**src/rtl/cpu_pkg.sv**
```systemverilog
// Shared core constants and typedefs used by the register file and scoreboard.
package cpu_pkg;
    localparam int DATA_W   = 32;
    localparam int ADDR_W   = 5;
    localparam int REG_ZERO = 0;

    typedef logic [ADDR_W-1:0] reg_idx_t;
    typedef logic [DATA_W-1:0] word_t;
endpackage

```
**src/rtl/reg_scoreboard.sv**
```systemverilog
// Per-register pending bits (flush > issue > retire) and a registered popcount of them.
module reg_scoreboard #(
    parameter int ADDR_W   = 5,
    parameter bit ZERO_REG = 1'b1
) (
    input  logic                clk,
    input  logic                rst_n,
    input  logic                iss_en,
    input  logic [ADDR_W-1:0]   iss_addr,
    input  logic                ret_en,
    input  logic [ADDR_W-1:0]   ret_addr,
    input  logic                flush,
    output logic [2**ADDR_W-1:0] pend,
    output logic [ADDR_W:0]     pend_cnt
);
    import cpu_pkg::*;

    localparam int DEPTH = 2**ADDR_W;

    logic [DEPTH-1:0] pend_nxt;
    logic [ADDR_W:0]  cnt_nxt;
    logic             iss_ok;

    assign iss_ok = iss_en && !(ZERO_REG && iss_addr == ADDR_W'(REG_ZERO));

    // Clear before set so a same-index issue (younger producer) wins over the retire.
    always_comb begin
        pend_nxt = pend;
        if (flush) begin
            pend_nxt = '0;
        end else begin
            if (ret_en) pend_nxt[ret_addr] = 1'b0;
            if (iss_ok) pend_nxt[iss_addr] = 1'b1;
        end
    end

    always_comb begin
        cnt_nxt = '0;
        for (int i = 0; i < DEPTH; i++)
            cnt_nxt = cnt_nxt + (ADDR_W+1)'(pend_nxt[i]);
    end

    always_ff @(posedge clk or negedge rst_n) begin
        if (!rst_n) begin
            pend     <= '0;
            pend_cnt <= '0;
        end else begin
            pend     <= pend_nxt;
            pend_cnt <= cnt_nxt;
        end
    end
endmodule

```
**src/rtl/regfile_scoreboard.sv**
```systemverilog
// 2R/1W register file with same-cycle write bypass and a pending-producer scoreboard.
module regfile_scoreboard #(
    parameter int DATA_W   = 32,
    parameter int ADDR_W   = 5,
    parameter bit ZERO_REG = 1'b1
) (
    input  logic              clk,
    input  logic              rst_n,
    input  logic [ADDR_W-1:0] rs_addr,
    input  logic [ADDR_W-1:0] rt_addr,
    output logic [DATA_W-1:0] rs_data,
    output logic [DATA_W-1:0] rt_data,
    output logic              rs_busy,
    output logic              rt_busy,
    input  logic              wr_en,
    input  logic [ADDR_W-1:0] wr_addr,
    input  logic [DATA_W-1:0] wr_data,
    input  logic              iss_en,
    input  logic [ADDR_W-1:0] iss_addr,
    input  logic              flush,
    output logic [ADDR_W:0]   pend_cnt
);
    import cpu_pkg::*;

    localparam int DEPTH = 2**ADDR_W;

    logic [DATA_W-1:0] mem [DEPTH];
    logic [DEPTH-1:0]  pend;
    logic              wr_ok;
    logic              rs_byp, rt_byp;

    // Writes to the hardwired zero register never land, so mem[0] stays 0.
    assign wr_ok = wr_en && !(ZERO_REG && wr_addr == ADDR_W'(REG_ZERO));

    always_ff @(posedge clk or negedge rst_n) begin
        if (!rst_n) begin
            for (int i = 0; i < DEPTH; i++) mem[i] <= '0;
        end else if (wr_ok) begin
            mem[wr_addr] <= wr_data;
        end
    end

    // Bypass is held off during reset so the read ports show the cleared array.
    assign rs_byp  = rst_n && wr_ok && wr_addr == rs_addr;
    assign rt_byp  = rst_n && wr_ok && wr_addr == rt_addr;
    assign rs_data = rs_byp ? wr_data : mem[rs_addr];
    assign rt_data = rt_byp ? wr_data : mem[rt_addr];

    assign rs_busy = pend[rs_addr] && !(wr_en && wr_addr == rs_addr);
    assign rt_busy = pend[rt_addr] && !(wr_en && wr_addr == rt_addr);

    reg_scoreboard #(
        .ADDR_W   (ADDR_W),
        .ZERO_REG (ZERO_REG)
    ) u_sb (
        .clk      (clk),
        .rst_n    (rst_n),
        .iss_en   (iss_en),
        .iss_addr (iss_addr),
        .ret_en   (wr_en),
        .ret_addr (wr_addr),
        .flush    (flush),
        .pend     (pend),
        .pend_cnt (pend_cnt)
    );
endmodule

```
**config.mk**
```make
export PLATFORM = sky130hd
export DESIGN_NAME = regfile_scoreboard
export DESIGN_NICKNAME = d
export VERILOG_FILES = /design/src/rtl/cpu_pkg.sv /design/src/rtl/reg_scoreboard.sv /design/src/rtl/regfile_scoreboard.sv
export SDC_FILE = /design/constraint.sdc
export NUM_CORES = 2
export LEC_CHECK = 0
export BUFFER_PORTS_ARGS = -buffer_cell sky130_fd_sc_hd__buf_2
export CORE_MARGIN = 5
export CORE_UTILIZATION = 40
export DETAILED_ROUTE_END_ITERATION = 7
export GPL_ROUTABILITY_DRIVEN = 0
export PLACE_DENSITY = 0.59
export SLEW_MARGIN = 25
export SYNTH_ARGS = -nofsm -noshare
export SYNTH_HDL_FRONTEND = slang
export SYNTH_HIERARCHICAL = 1
export SYNTH_SLANG_ARGS = --single-unit
```
**constraint.sdc**
```tcl
create_clock -name clk -period 5.9 [get_ports clk]
set_input_delay 0 -clock clk [delete_from_list [all_inputs] [get_ports clk]]
set_output_delay 0 -clock clk [all_outputs]
set_load 0.01 [all_outputs]
```
==> impl_metrics.json <==
{
  "rr_worst_depth": 18,
  "cts_setup_buffers": 0,
  "crit_path_start": "wr_addr[4]",
  "worstPathCellList": "dlygate4sd3_1 -> buf_2 -> nand3b_1 -> dlygate4sd3_1 -> o21ai_0 -> o21ai_0 -> fa_1 -> inv_1 -> fa_1 -> inv_1 -> fa_1 -> inv_1 -> fa_1 -> fa_1 -> fa_1 -> inv_1 -> ha_1 -> fa_1 -> a21o_1 -> a21oi_1 -> xnor2_1",
  "root_buffer": "clkbuf_16",
  "endpoint_kind": "flop",
  "regArea_um2": 26600,
  "setup_ws_ns": 0.295,
  "grt_pass1_vias": 39700,
  "overflow": 0,
  "wire_per_inst_um": 28.1,
  "min_period_ns": 5.60,
  "finalSetupViolations": 0,
  "endpoint": "u_sb/pend_cnt[4]$_DFF_PN0_",
  "synth_edf_count": 0,
  "ys_types": 46,
  "timing.fmax_ghz": 0.178,
  "antenna_found_initial": 4,
  "fin_cells": 6366,
  "slew_headroom_pct": 27.5,
  "tightest_slew_ns": 1.09,
  "drt-total-wl_um": 179000,
  "seq_area_frac_synth_pct": 47.3,
  "grt_usage_pct": 24.2,
  "dieWidth_um": 385,
  "start_util_pct": 40.2,
  "hp-class": "input pin to flop",
  "dr_total_vias": 39000,
  "avgSynthCellArea_um2": 12.6,
  "final_common_cell": "dfrtp_1",
  "syn_nets": 4555,
  "critPathArrivalTime_ns": 6.21,
  "syn_inst": 4467,
  "p_leak_nw": 27.3,
  "coreArea_um2": 140000,
  "crit_slowest_cell": "dlygate4sd3_1",
  "dp_hpwl_um": 102000,
  "vdd_drop_max_mv": 0.246,
  "cp_max_fo": 18,
  "cap_violations": 0,
  "worstSetupStartpointType": "input pin",
  "synthFlopType": "dfrtp_1",
  "yosys.area.top_type": "dfrtp_1",
  "r2r_slack_ns": 0.71,
  "worstPathRequired_ns": 6.51,
  "rsz0062_at_grt": "no",
  "nets": 4481,
  "rows": 137,
  "synth_seq_cells": 1062,
  "drtAntennaViolNets": 0,
  "cts_buffer_depth": 3,
  "grt_pass1_wl_um": 268000,
  "r2r-end": "u_sb/pend_cnt[4]$_DFF_PN0_",
  "pre_cts_slack_ns": 0.459,
  "viasPerCell": 6.13,
  "clkTransAtPathRegs_ns": 0.06,
  "slew_violations": 0,
  "fill_cells": 12700,
  "min-delay-start": "wr_en",
  "yosys-top-cells-area": "dfrtp_1, mux4_2, mux2_2, o21ai_0, nand2_1",
  "tns_ns": 0,
  "synth_area_um2": 56200,
  "drcViolationCount": 0,
  "status": "finished clean",
  "drt_iter0_markers": 3549,
  "worstSetupPathType": "input pin to flop",
  "powerDensity_nw_per_um2": 335,
  "cts_buffers": 116,
  "multi_input_area_um2": 27700,
  "cpMostUsedCell": "fa_1",
  "grt_max_degree": 140,
  "cts_tree": "done",
  "clock_latency_ns": 0.69,
  "hold_viol": 0,
  "synth_largest_type_area_fraction_pct": 47.3,
  "final_cell_mix": "dfrtp_1, nand2_1, o21ai_0, mux2_2, mux4_2",
  "reg2reg_from": "u_sb/pend[25]$_DFF_PN0_",
  "cts_num_sinks": 1062,
  "dieArea_um2": 148000,
  "final_layout_size_suffix_gt1_share_pct": 32.0,
  "async_reset_ff_share_pct": 100,
  "fin_crit_sh_pct": 95.0,
  "hold-worst-slack_ns": 0.0967,
  "critPathMaxStageDelay_ns": 0.61,
  "syn_to_final_growth_pct": 12.0,
  "finClkSkew_ns": 0.00841,
  "ys_warn_count": 6,
  "num_io_pins": 129,
  "firstDrtPassIters": 5,
  "portBuffers": 128,
  "die_height_um": 385,
  "h-tree-depth": 3,
  "placedCellCount": 6096
}
registers in the layout, indices dropped and copies added, names as in the netlist:
| register | flops |
|---|---|
| u_sb/pend_cnt | 6 |
| u_sb/pend | 32 |
| mem | 1024 |
per-stage QoR:
stage | utilization (%) | instance area, um2 | power [mW]
global route | 45.1 | 62900 | 22.1
CTS | 45.1 | 62900 | 21.2
detailed placement | 41.8 | 58300 | 13.6
global placement | 41.7 | 58200 | 13.4
finish | 45.1 | 62900 | 21.1
floorplan | - | 56200 | 12.3
worst min-delay path by stage:
stage / slack (ns) / end / cells past startpoint
final: 0.1 / u_sb/pend[19]$_DFF_PN0_ / 4
after global routing: 0.12 / u_sb/pend[17]$_DFF_PN0_ / 4
after CTS: 0.03 / u_sb/pend[9]$_DFF_PN0_ / 4
after detailed placement: -0.07 / mem[104]$_DFFE_PN0P_ / 1
after global placement: -0.06 / mem[104]$_DFFE_PN0P_ / 1
after floorplan: -0.30 / mem[0]$_DFFE_PN0P_ / 0
what timing repair did:
action,4_1_cts,5_1_grt
endpoints found under the hold margin,882,0
hold buffers,55,0
resized for setup,0,0
critical path, delay by kind of cell:
kind,cells,cell delay [ns]
compound gates,4,0.69
xor+xnor,1,0.13
fa+ha+maj,8,3.58
buf+inv,7,1.67
simple gates,1,0.14
cells in the mapped netlist (2+ instances only):
library cell,n
a21o_1,3
clkbuf_1,311
buf_2,88
a22oi_1,64
a221o_1,64
buf_4,33
nor2_1,25
a21oi_1,99
mux2_2,513
nor3_1,5
o21ai_1,7
nor3b_1,5
or3b_2,3
nand4bb_1,2
buf_1,20
o21ai_0,537
nand3_1,8
nor4_1,32
nor2b_1,34
buf_6,3
or3_1,5
inv_1,61
nand3b_1,14
mux4_2,465
or3b_1,4
ha_1,7
and2_1,2
dfrtp_1,1062
or4_1,31
nand2_1,570
a221oi_1,2
xnor2_1,12
mux2i_1,167
and3_1,4
o22ai_1,156
fa_1,24
and2b_1,2
o21a_1,15
routing by layer:
layer	routed length [um]	global-route usage, %
met1	73100	32.2
met2	87000	40.2
met3	11500	3.86
met4	7230	8.87
met5	13	0
kinds of logic (layout without fill, tap and decap cells):
family / count (synthesis) / in the layout / synth area share (%)
and+or+nand+nor: 751 / 751 / 5.88
xor gates and xnor gates: 13 / 13 / 0.203
adders and majority gates: 31 / 31 / 1.01
buffers and inverters: 516 / 538 / 3.91
muxes: 1145 / 1145 / 31.9
DFF: 1062 / 1062 / 47.3
AOI/OAI and AO/OA: 949 / 949 / 9.77
other: 0 / 1 / 0
power breakdown:
part	internal [mW]	total (mW)	leakage [nW]	switching, mW
sequential	8.60	9.52	13.7	0.921
clock	4.51	7.62	2.00	3.11
combinational	2.16	3.96	11.5	1.80
total	15.3	21.1	27.3	5.83
cell type report:
class / instances / share of cell area (%)
Tap cell: 1876 / 3.73
Multi-Input combinational cell: 2889 / 44.0
Sequential cell: 1062 / 42.2
Inverter: 61 / 0.364
Antenna cell: 1 / 0.00398
Clock inverter: 49 / 0.939
Clock buffer: 165 / 5.45
Timing Repair Buffer: 263 / 3.25
(Power assumes the default switching activity.)
